<file path="src/rtl/calc_entry_controller.sv">
// calc_entry_controller
// Turns keypad key codes into calculator operations: assembles hex operands
// digit by digit, tracks the pending operator (including one operator queued
// behind a running computation), issues operand/opcode requests to the ALU
// and keeps the value and error flag shown by the display driver.
//
// Ports:
//   clk          clock
//   rst          synchronous active-high reset
//   i_data[4:0]  key code: 0_dddd hex digit, 10000 +, 10001 -, 10010 x,
//                10011 /, 10100 =, 10101 AC, everything else reserved
//   i_valid      key code valid
//   o_ready      key accepted when i_valid && o_ready (decoded from state only)
//   o_alu_a/b    ALU operands, held stable while a request is pending
//   o_alu_op     ALU opcode: 00 add, 01 sub, 10 mul, 11 div
//   o_alu_valid  ALU request valid
//   i_alu_ready  ALU accepts the request
//   i_res        ALU result
//   i_res_err    ALU error (divide by zero, overflow)
//   i_res_valid  single-cycle result strobe, only looked at while waiting
//   o_display    value to display (operand B while it is being typed, else A)
//   o_error      sticky error flag, cleared only by AC or reset
module calc_entry_controller #(
  parameter int WIDTH = 16
) (
  input  logic             clk,
  input  logic             rst,
  input  logic [4:0]       i_data,
  input  logic             i_valid,
  output logic             o_ready,
  output logic [WIDTH-1:0] o_alu_a,
  output logic [WIDTH-1:0] o_alu_b,
  output logic [1:0]       o_alu_op,
  output logic             o_alu_valid,
  input  logic             i_alu_ready,
  input  logic [WIDTH-1:0] i_res,
  input  logic             i_res_err,
  input  logic             i_res_valid,
  output logic [WIDTH-1:0] o_display,
  output logic             o_error
);

  typedef enum logic [2:0] {
    ST_ENTER_A    = 3'd0,
    ST_OP_PENDING = 3'd1,
    ST_ENTER_B    = 3'd2,
    ST_CALC       = 3'd3,
    ST_WAIT_RES   = 3'd4,
    ST_RESULT     = 3'd5
  } state_t;

  state_t           state_r, state_s;
  logic [WIDTH-1:0] a_r, a_s;
  logic [WIDTH-1:0] b_r, b_s;
  logic [1:0]       op_r, op_s;
  logic [1:0]       next_op_r, next_op_s;
  logic             chain_r, chain_s;
  logic             err_r, err_s;

  logic             ready_s;
  logic             key_accept_s;
  logic             key_digit_s;
  logic             key_op_s;
  logic             key_eq_s;
  logic             key_ac_s;
  logic             key_reserved_s;
  logic [3:0]       digit_s;
  logic [WIDTH-1:0] a_shift_s;
  logic [WIDTH-1:0] b_shift_s;
  logic [WIDTH-1:0] digit_ext_s;

  // Key classification and digit-shift candidates.
  always_comb begin
    key_digit_s    = ~i_data[4];
    key_op_s       = (i_data[4:2] == 3'b100);
    key_eq_s       = (i_data == 5'b10100);
    key_ac_s       = (i_data == 5'b10101);
    key_reserved_s = i_data[4] & ~key_op_s & ~key_eq_s & ~key_ac_s;
    digit_s        = i_data[3:0];
    digit_ext_s    = {{(WIDTH-4){1'b0}}, digit_s};
    // A digit only shifts in while the top nibble is still empty, so no
    // entered digit is ever silently pushed out of the operand.
    if (a_r[WIDTH-1 -: 4] == 4'h0) begin
      a_shift_s = {a_r[WIDTH-5:0], digit_s};
    end else begin
      a_shift_s = a_r;
    end
    if (b_r[WIDTH-1 -: 4] == 4'h0) begin
      b_shift_s = {b_r[WIDTH-5:0], digit_s};
    end else begin
      b_shift_s = b_r;
    end
  end

  // Ready is a pure function of the state so upstream sees no combinational path.
  always_comb begin
    case (state_r)
      ST_ENTER_A, ST_OP_PENDING, ST_ENTER_B, ST_RESULT: ready_s = 1'b1;
      default:                                          ready_s = 1'b0;
    endcase
    key_accept_s = i_valid & ready_s;
  end

  // Next-state and next-register computation.
  always_comb begin
    state_s   = state_r;
    a_s       = a_r;
    b_s       = b_r;
    op_s      = op_r;
    next_op_s = next_op_r;
    chain_s   = chain_r;
    err_s     = err_r;
    case (state_r)
      ST_CALC: begin
        if (i_alu_ready) begin
          state_s = ST_WAIT_RES;
        end else begin
          state_s = ST_CALC;
        end
      end
      ST_WAIT_RES: begin
        if (i_res_valid) begin
          a_s   = i_res;
          err_s = i_res_err;
          if (chain_r) begin
            op_s    = next_op_r;
            chain_s = 1'b0;
            state_s = ST_OP_PENDING;
          end else begin
            state_s = ST_RESULT;
          end
        end else begin
          state_s = ST_WAIT_RES;
        end
      end
      ST_ENTER_A, ST_OP_PENDING, ST_ENTER_B, ST_RESULT: begin
        if (!key_accept_s) begin
          state_s = state_r;
        end else if (key_ac_s) begin
          a_s     = '0;
          b_s     = '0;
          op_s    = 2'b00;
          chain_s = 1'b0;
          err_s   = 1'b0;
          state_s = ST_ENTER_A;
        end else if (err_r || key_reserved_s) begin
          // Key is consumed and has no effect.
          state_s = state_r;
        end else begin
          case (state_r)
            ST_ENTER_A: begin
              if (key_digit_s) begin
                a_s = a_shift_s;
              end else if (key_op_s) begin
                op_s    = i_data[1:0];
                state_s = ST_OP_PENDING;
              end else begin
                state_s = ST_ENTER_A;
              end
            end
            ST_OP_PENDING: begin
              if (key_digit_s) begin
                b_s     = digit_ext_s;
                state_s = ST_ENTER_B;
              end else if (key_op_s) begin
                op_s = i_data[1:0];
              end else begin
                state_s = ST_OP_PENDING;
              end
            end
            ST_ENTER_B: begin
              if (key_digit_s) begin
                b_s = b_shift_s;
              end else if (key_op_s) begin
                // Operator typed after B: compute now, apply it to the result.
                next_op_s = i_data[1:0];
                chain_s   = 1'b1;
                state_s   = ST_CALC;
              end else begin
                chain_s = 1'b0;
                state_s = ST_CALC;
              end
            end
            ST_RESULT: begin
              if (key_digit_s) begin
                a_s     = digit_ext_s;
                state_s = ST_ENTER_A;
              end else if (key_op_s) begin
                op_s    = i_data[1:0];
                state_s = ST_OP_PENDING;
              end else begin
                state_s = ST_RESULT;
              end
            end
            default: begin
              state_s = ST_ENTER_A;
            end
          endcase
        end
      end
      default: begin
        // Unreachable encoding: recover to a clean entry state.
        a_s     = '0;
        b_s     = '0;
        op_s    = 2'b00;
        chain_s = 1'b0;
        err_s   = 1'b0;
        state_s = ST_ENTER_A;
      end
    endcase
  end

  // State and datapath registers with synchronous reset.
  always_ff @(posedge clk) begin
    if (rst) begin
      state_r   <= ST_ENTER_A;
      a_r       <= '0;
      b_r       <= '0;
      op_r      <= 2'b00;
      next_op_r <= 2'b00;
      chain_r   <= 1'b0;
      err_r     <= 1'b0;
    end else begin
      state_r   <= state_s;
      a_r       <= a_s;
      b_r       <= b_s;
      op_r      <= op_s;
      next_op_r <= next_op_s;
      chain_r   <= chain_s;
      err_r     <= err_s;
    end
  end

  // Outputs are decoded straight from registers; operands cannot move in CALC.
  always_comb begin
    o_ready     = ready_s;
    o_alu_a     = a_r;
    o_alu_b     = b_r;
    o_alu_op    = op_r;
    o_alu_valid = (state_r == ST_CALC);
    o_error     = err_r;
    if (state_r == ST_ENTER_B) begin
      o_display = b_r;
    end else begin
      o_display = a_r;
    end
  end

endmodule

</file>
<file path="config.mk">
export PLATFORM = sky130hd
export DESIGN_NAME = calc_entry_controller
export DESIGN_NICKNAME = d
export VERILOG_FILES = /design/src/rtl/calc_entry_controller.sv
export SDC_FILE = /design/constraint.sdc
export NUM_CORES = 1
export LEC_CHECK = 0
export BUFFER_PORTS_ARGS = -buffer_cell sky130_fd_sc_hd__buf_2
export CAP_MARGIN = 10
export CORE_ASPECT_RATIO = 0.8
export CORE_MARGIN = 5
export CORE_UTILIZATION = 40
export CTS_CLUSTER_SIZE = 24
export DETAILED_ROUTE_END_ITERATION = 6
export HOLD_SLACK_MARGIN = 0.08
export PLACE_DENSITY = 0.65
export SLEW_MARGIN = 40
export SYNTH_ARGS = -nofsm -noshare
export SYNTH_HDL_FRONTEND = slang
export SYNTH_SLANG_ARGS = --single-unit
</file>
<file path="constraint.sdc">
create_clock -name clk -period 2.2 [get_ports clk]
set_input_delay 0.11 -clock clk [delete_from_list [all_inputs] [get_ports clk]]
set_output_delay 0.11 -clock clk [all_outputs]
set_load 0.02 [all_outputs]
</file>
After elaboration in Yosys (flattened, before gate mapping)
Cells that the tools add are included.
{"block": "totals", "regBits": 41, "latchBits": 0, "mem_bits_rw": 0, "rom_bits": 0, "output_inout_bits": 53, "elab_cells": 113, "memories": 0}
{"block": "classes", "add_sub_neg": 0, "n_mul": 0, "n_div": 0, "order_cmp": 0, "n_eq_ne": 28, "shifts": 0, "n_mux": 54, "bitwise_logic": 10, "reduce_logical": 14}
{"op": "two-way mux 16 bit", "n": 13}
{"op": "one-hot mux 16 bit (2 select lines)", "n": 3}
{"op": "one-hot mux 16 bit (3 select lines)", "n": 1}
{"op": "inequality test 4 bit, second input constant", "n": 10}
{"op": "two-way mux 3 bit", "n": 12}
{"op": "two-way mux 2 bit", "n": 8}
{"op": "AND reduction 8 bit", "n": 2}
{"op": "inequality test 3 bit, second input constant", "n": 5}
{"op": "AND reduction 7 bit", "n": 2}
{"op": "two-way mux 1 bit", "n": 12}
{"op": "one-hot mux 3 bit (4 select lines)", "n": 1}
{"op": "== test 5 bit, second input constant", "n": 2}
{"op": "== test 3 bit, second input constant", "n": 3}
{"op": "one-hot mux 3 bit (3 select lines)", "n": 1}
{"op": "logical NOT 4 bit", "n": 2}
{"op": "inequality test 2 bit, second input constant", "n": 4}
{"op": "== test 3 x 2 -> 1 bit, second input constant", "n": 2}
{"op": "inverter 1 bit", "n": 6}
{"op": "one-hot mux 1 bit (3 select lines)", "n": 2}
{"op": "one-hot mux 2 bit (3 select lines)", "n": 1}
{"op": "AND reduction 6 bit", "n": 1}
{"op": "inequality test 5 bit, second input constant", "n": 1}
{"op": "AND reduction 5 bit", "n": 1}
{"op": "AND 1 bit", "n": 4}
{"op": "other kinds (7)", "n": 7}

Logic depth before layout (Yosys ltp)
Gate-level depths: netlist of run 1.
{"block": "logic_depth", "depth_word": 10, "depth_mapped": 9, "ltp_nobuf": 7}

Worst setup path before layout of run 1
OpenSTA, ideal clock, no wires.
{"block": "synth_timing", "path_kind": "reg-to-reg", "startpoint": "reg b_r[15] (netlist: o_alu_b[15])", "endpoint": "reg b_r[10] (netlist: o_alu_b[10])", "setup_time_ns": 0.117, "arrival_ns": 1.959, "t_required_ns": 2.083, "path_slack_ns": 0.124, "stages_incl_launch_ff": 7, "path_buffers": 1, "synth_period_minus_slack_ns": 2.076, "cell_sequence": "dfxtp_1 or4_1 a32oi_1 a22oi_1 o31a_1 buf_6 a22o_1"}
{"block": "synth_via", "elab_chain_len": 3}
{"item": "start: declaration", "line": "54", "text": "logic [WIDTH-1:0] b_r, b_s;"}
{"item": "start signal: assignment", "line": "226", "text": "b_r <= b_s;"}
{"item": "logical NOT 4 bit", "line": "88", "text": "if (b_r[WIDTH-1 -: 4] == 4'h0) begin"}
{"item": "inequality test 4 bit (no source line)"}
{"item": "AND reduction 7 bit (no source line)"}
Every way passes these cells.
A chain may end at the register's enable or synchronous reset.

Worst setup path after layout of run 1
{"block": "layout_timing", "startpoint": "reg state_r[2]", "endpoint": "out o_display[8]"}
{"block": "layout_via", "elab_chain_len": 2}
{"item": "start: declaration", "line": "52", "text": "state_t state_r, state_s;"}
{"item": "start signal: assignment", "line": "224", "text": "state_r <= state_s;"}
{"item": "== test 3 x 2 -> 1 bit", "line": "242", "text": "if (state_r == ST_ENTER_B) begin"}
{"item": "two-way mux 16 bit", "line": "242"}
{"item": "end: declaration", "line": "39", "text": "output logic [WIDTH-1:0] o_display,"}
Every way passes these cells.

==> out/metrics.yaml, run 1 <==
outcome:
  status: "completed"
drt:
  wl_per_cell_um: 17.78
  dr.pass1.iters: 6
  drc: 0
  wl_um: 7343
  drtIter0Drc: 158
  ant_nets: 0
  vias_per_cell: 5.860
  via_count: 2420
timing:
  fin_hold_ws_ns: 0.1001
  rsz0062_at_grt: "false"
  fin_tns_setup_ns: 0
  hold_viol: 0
  drv_slew: 0
  slew_headroom_pct: 55.88
  setup_violations: 0
  final.setup_skew_ns: 0.01052
  clock.fmax_ghz: 0.4751
  layout_min_cycle_time_ns: 2.105
  fin_crit_sh_pct: 95.66
  worst_pin_slew_ns: 0.6612
die:
  start_util_pct: 41.21
  die_h_um: 76.93
  core_um2: 5435
  io_pins: 80
  die_area_um2: 7205
  fp.dieW_um: 93.66
  rows: 24
worst_hold_path:
  hold-path-cell-count: 3
  min_to: "o_error$_SDFFE_PP0P_"
  min_from: "i_res_err"
  hold_class: "in2reg"
setup_path:
  worstSetupEndpointType: "output port"
  crit_required_ns: 2.09
  worst-r2r-setup-slack_ns: 0.12
  r2r_cells: 5
  rr_startpoint: "o_alu_b[15]$_SDFFE_PP0P_"
  r2r-end: "o_alu_b[15]$_SDFFE_PP0P_"
  startpoint_type: "flop"
  cp.arrival_ns: 1.99
  crit_fanout: 10
  path_class: "reg2out"
yosys:
  syn-num-nets: 274
  netlist_top_cells_count: "41 x dfxtp_1, 23 x a21oi_1, 17 x nand2_1"
  ys.flop_type: "dfxtp_1"
  yosysTopAreaCell: "dfxtp_1"
  synthMostInstantiatedCell: "dfxtp_1"
  ys_seq_elements: 41
  yosysTopAreaCellShare_pct: 36.65
  synth_edf_count: 0
  ys_warn_count: 0
  synthTopCellsByArea: "dfxtp_1 37%, mux2_2 8.0%, a211oi_1 5.4%"
  postSynthCellCount: 247
  seq_area_frac_synth_pct: 36.65
  syn_area_um2: 2240
  synthArstFlopShare_pct: 0
  synthDistinctLibCells: 52
  syn_avg_cell_area_um2: 9.067
global_route:
  grt_pass1_wl_um: 11850
  groute.usage.overall_pct: 20.60
  grt_max_degree: 23
  grt_overflow: 0
  antenna_found_initial: 0
  grt_pass1_vias: 2253
clock_network:
  ctsHtreeMaxLevel: 2
  clkTransAtPathRegs_ns: 0.09
  tritoncts: "done"
  cts_inserted_buffers: 5
  clock_latency_ns: 0.30
  cts.sinks: 41
  clockBufferDepth: 2
  cts_root_buffer: "clkbuf_8"
placed_design:
  routabilityCongestion: 0.8662
  port_buffers: 79
  hpwl_um: 5464
  dp.cells: 401
flow_run:
  drv_cap: 0
finish:
  n_antenna_cell: 0
  n_fill_cell: 514
  multi_input_area_um2: 1295
  drive_gt1_share_pct: 40.00
  area_delta_synth_final_pct: 30.84
  seqCellArea_um2: 820.8
  fin_cells: 413
  utilization_pct: 53.91
  fin_nets: 361
power:
  powerDensity_nw_per_um2: 631.4
  vdd_drop_max_mv: 0.4090
  p_leak_nw: 1.290
## worst max-delay path, stage by stage (launching register included)
cell and delay [ns]:
dfxtp_1 0.39, buf_4 0.20, or3b_2 0.63, mux2_2 0.33, buf_2 0.16
## power breakdown
| part | switching [mW] | total [mW] | internal (mW) |
|---|---|---|---|
| sequential | 0.0399 | 0.815 | 0.775 |
| clock | 0.278 | 0.647 | 0.369 |
| combinational | 0.228 | 0.388 | 0.160 |
| total | 0.546 | 1.85 | 1.30 |
## layout by cell type, fill, tap and decap left out, drive strengths merged, types with 4 or more instances in the layout
| cell | netlist | final |
|---|---|---|
| buf | 12 | 97 |
| dfxtp | 41 | 41 |
| a21oi | 23 | 23 |
| nand2 | 17 | 17 |
| mux2 | 16 | 16 |
| a211oi | 16 | 16 |
| a22oi | 13 | 13 |
| a22o | 12 | 12 |
| nor2 | 9 | 9 |
| nor3 | 9 | 9 |
| inv | 7 | 7 |
| clkbuf | 9 | 6 |
| o2bb2ai | 5 | 5 |
| a311oi | 4 | 4 |
| dlygate4sd3 | 0 | 4 |
| a221oi | 4 | 4 |
| o21ai | 4 | 4 |
## layer usage
| layer | vias up | GRT usage [%] | routed length, um |
|---|---|---|---|
| li1 | 1149 | - | - |
| met1 | 1165 | 29.25 | 3484 |
| met2 | 95 | 30.91 | 3276 |
| met3 | 11 | 4.697 | 500 |
| met4 | 0 | 6.349 | 81 |
| met5 | - | 0 | 0 |
## stage by stage
step                total power [mW]  area (um2)  worst slack (ns)
floorplan                      1.074        2240            0.1238
global placement               1.210        2766            0.1115
detailed placement             1.213        2769           0.08082
CTS                            1.854        2929           0.06931
global route                   1.937        2930           0.01427
finish                         1.850        2930           0.09538
## flip-flops by register name (all words and copies together) (netlist names)
name       cells
o_alu_op       2
o_alu_b       16
o_error        1
state_r        3
o_alu_a       16
chain_r        1
next_op_r      2
## final cells by class
| class | count | share of cell area (%) |
|---|---|---|
| Timing Repair Buffer | 101 | 19.47 |
| Clock inverter | 2 | 1.281 |
| Inverter | 7 | 0.8967 |
| Sequential cell | 41 | 28.01 |
| Clock buffer | 6 | 2.818 |
| Multi-Input combinational cell | 178 | 44.19 |
| Tap cell | 78 | 3.330 |
## cells by family (layout without fill, tap and decap cells)
logic type	after synthesis	count (layout)	share of synthesized area [%]
AOI/OAI and AO/OA	102	102	34.75
buffers and inverters	28	116	5.698
DFF	41	41	36.65
muxes	18	18	8.938
and+or+nand+nor	58	58	13.97
## timing repair
| item | 4_1_cts | 5_1_grt |
|---|---|---|
| gates resized for setup | 0 | 1 |
| hold endpoints to repair | 4 | 0 |
| buffers inserted | 0 | 0 |
| hold buffers | 4 | 0 |
| setup endpoints to repair | 0 | 12 |
## how the worst max path moves through the flow
stage                                   startpoint                  endpoint  slack, ns
after floorplan           o_alu_b[15]$_SDFFE_PP0P_  o_alu_b[10]$_SDFFE_PP0P_       0.12
after global placement    o_alu_b[15]$_SDFFE_PP0P_  o_alu_b[15]$_SDFFE_PP0P_       0.11
after detailed placement  o_alu_b[15]$_SDFFE_PP0P_  o_alu_b[15]$_SDFFE_PP0P_       0.08
after CTS                 o_alu_b[15]$_SDFFE_PP0P_  o_alu_b[15]$_SDFFE_PP0P_       0.07
after global routing      o_alu_b[15]$_SDFFE_PP0P_  o_alu_b[15]$_SDFFE_PP0P_       0.01
final                      state_r[2]$_SDFFE_PP0P_              o_display[8]        0.1
No activity file was read; power rests on OpenSTA's default activity.
==> run 2: changes to the inputs <==
--- a/config.mk
+++ b/config.mk
@@ -7,13 +7,15 @@
 export LEC_CHECK = 0
 export BUFFER_PORTS_ARGS = -buffer_cell sky130_fd_sc_hd__buf_2
 export CAP_MARGIN = 10
+export CELL_PAD_IN_SITES_DETAIL_PLACEMENT = 0
+export CELL_PAD_IN_SITES_GLOBAL_PLACEMENT = 2
 export CORE_ASPECT_RATIO = 0.8
 export CORE_MARGIN = 5
-export CORE_UTILIZATION = 40
+export CORE_UTILIZATION = 28
 export CTS_CLUSTER_SIZE = 24
 export DETAILED_ROUTE_END_ITERATION = 6
 export HOLD_SLACK_MARGIN = 0.08
-export PLACE_DENSITY = 0.65
+export PLACE_DENSITY_LB_ADDON = 0.1
 export SLEW_MARGIN = 40
 export SYNTH_ARGS = -nofsm -noshare
 export SYNTH_HDL_FRONTEND = slang
==> constraint.sdc (replaced) <==
create_clock -name clk -period 2.2 [get_ports clk]
set_input_delay 0.33 -clock clk [delete_from_list [all_inputs] [get_ports clk]]
set_output_delay 0.33 -clock clk [all_outputs]
set_load 0.02 [all_outputs]
==> run 2 against run 1 <==
Effect of this change:
- cell count increased by 7.0%
- final area increased by 1.8%
- critical path type is now reg2reg
- highest routed layer unchanged
- wire length increased by 8.6%
- register-to-register slack got worse by 0.03 ns
- clock power decreased by 7.3%
- sequential cell count unchanged
- fmax about the same
- combinational power increased by 3%
- sequential power about the same
- die area increased by 37%
==> out/metrics.yaml, run 2 (synthesis gave the netlist of run 1 again) <==
outcome:
  status: "completed"
clock_network:
  clockBufferDepth: 2
  cts_root_buffer: "clkbuf_8"
  clock_latency_ns: 0.29
  clkTransAtPathRegs_ns: 0.08
  post_cts_buffers: 0
  cts.sinks: 41
  ctsHtreeMaxLevel: 2
  cts_inserted_buffers: 5
  tritoncts: "done"
finish:
  fin_cells: 442
  drive_gt1_share_pct: 41.02
  final_cell_mix: "79 x buf_2, 41 x dfxtp_1, 23 x a21oi_1"
  multi_input_area_um2: 1300
  fin_nets: 361
  seqCellArea_um2: 820.8
  n_antenna_cell: 0
  area_delta_synth_final_pct: 33.24
  n_fill_cell: 842
  final_common_cell: "buf_2"
setup_path:
  crit_required_ns: 2.39
  cp_slowest_cell: "or4_1"
  cp.arrival_ns: 2.29
  max_stage_delay_ns: 0.53
  startpoint_type: "flop"
  path_delay_family: "compound AO/OA/AOI/OAI gates"
  path_class: "reg2reg"
  r2r-end: "o_alu_b[5]$_SDFFE_PP0P_"
  worst-r2r-setup-slack_ns: 0.09
  worstSetupEndpointType: "flop"
  r2r_cells: 5
  crit_fanout: 16
  cp_num_buf_inv: 0
  rr_startpoint: "o_alu_b[15]$_SDFFE_PP0P_"
  path_cells: "or4_1 > a32oi_1 > a22oi_1 > o31a_2 > a22o_2"
timing:
  rsz0062_at_grt: "false"
  layout_min_cycle_time_ns: 2.105
  slew_headroom_pct: 75.46
  hold_viol: 0
  drv_slew: 0
  fin_tns_setup_ns: 0
  fin_crit_sh_pct: 95.70
  setup_violations: 0
  clock.fmax_ghz: 0.4750
  worst_pin_slew_ns: 0.3676
  final.setup_skew_ns: 0.006697
drt:
  ant_nets: 0
  vias_per_cell: 5.251
  drtIter0Drc: 128
  dr.pass1.iters: 4
  via_count: 2321
  drc: 0
  wl_um: 7971
  wl_per_cell_um: 18.03
flow_run:
  drv_cap: 0
placed_design:
  hpwl_um: 6043
  routabilityCongestion: 0.8057
  dp.cells: 435
  port_buffers: 79
global_route:
  grt_pass1_wl_um: 12700
  groute.usage.overall_pct: 16.43
  antenna_found_initial: 0
  grt_max_degree: 23
  grt_pass1_vias: 2235
  grt_overflow: 0
power:
  p_leak_nw: 1.305
  vdd_drop_max_mv: 0.2444
  powerDensity_nw_per_um2: 606.9
worst_hold_path:
  min_from: "i_res[2]"
  hold_class: "in2reg"
  min_to: "o_alu_a[2]$_SDFFE_PP0P_"
  hold-path-cell-count: 3
die:
  start_util_pct: 28.44
  rows: 29
  die_h_um: 90.00
  fp.dieW_um: 110.0
  die_area_um2: 9899
  core_um2: 7874
  io_pins: 80
[run 2: cell count changes in the layout (fill, tap and decap cells not counted), sizes merged]
cell and delta:
dlygate4sd3 -4, clkinv +1, clkbuf -1, clkinvlp -1, buf +4
[run 2: per-layer routing]
metal	global-route usage [%]	vias up	wire length (um)
met5	0	-	0
met1	24.46	1095	3929
met2	24.24	84	3462
li1	-	1135	-
met4	3.115	0	55
met3	3.582	7	524
[run 2: final cells by class]
class                   instances  area share (%)
multi-input cells             178           43.56
flip-flops and latches         41           27.51
repair buffers                101           20.04
well taps                     108           4.528
clock buffers                   5           2.306
clock inverters                 2           1.174
inverters                       7          0.8805
[run 2: where the power goes]
part,switching (mW),leakage (nW),internal (mW)
clock network,0.270,0.0540,0.330
registers,0.0379,0.332,0.775
logic,0.234,0.918,0.165
total,0.541,1.30,1.27
[run 2: stage by stage]
| step | hold slack, ns | area [um2] | power (mW) | util, % | setup WS, ns |
|---|---|---|---|---|---|
| floorplan | 0.4544 | 2240 | 1.074 | - | 0.1238 |
| global placement | 0.4666 | 2877 | 1.231 | 36.53 | 0.05503 |
| detailed placement | 0.4809 | 2877 | 1.229 | 36.53 | 0.03945 |
| CTS | 0.2988 | 2983 | 1.826 | 37.88 | 0.03047 |
| global route | 0.3081 | 2984 | 1.901 | 37.90 | 0.02706 |
| finish | 0.3064 | 2984 | 1.811 | 37.90 | 0.09469 |
[run 2: how the worst max path moves through the flow]
stage,slack [ns],from,cells past startpoint,endpoint
after floorplan,0.12,o_alu_b[15]$_SDFFE_PP0P_,6,o_alu_b[10]$_SDFFE_PP0P_
after global placement,0.06,i_data[2],7,o_alu_b[4]$_SDFFE_PP0P_
after detailed placement,0.04,i_data[2],7,o_alu_b[5]$_SDFFE_PP0P_
after CTS,0.03,o_alu_b[15]$_SDFFE_PP0P_,5,o_alu_b[5]$_SDFFE_PP0P_
after global routing,0.03,o_alu_b[15]$_SDFFE_PP0P_,5,o_alu_b[5]$_SDFFE_PP0P_
final,0.09,o_alu_b[15]$_SDFFE_PP0P_,5,o_alu_b[5]$_SDFFE_PP0P_
[run 2: repair_timing]
action                                 CTS  global route
endpoints found under the hold margin    0             0
gates resized for setup                  1             1
setup endpoints to repair                1             7
pin swaps                                0             0
cloned                                   0             0
hold buffers                             0             0
[run 2: tightest hold or removal path: cells and delay by family]
family | cells | cell delay (ns)
AO/OA/AOI/OAI | 1 | 0.08
AND/OR/NAND/NOR | 1 | 0.04
buffers and inverters | 1 | 0.10
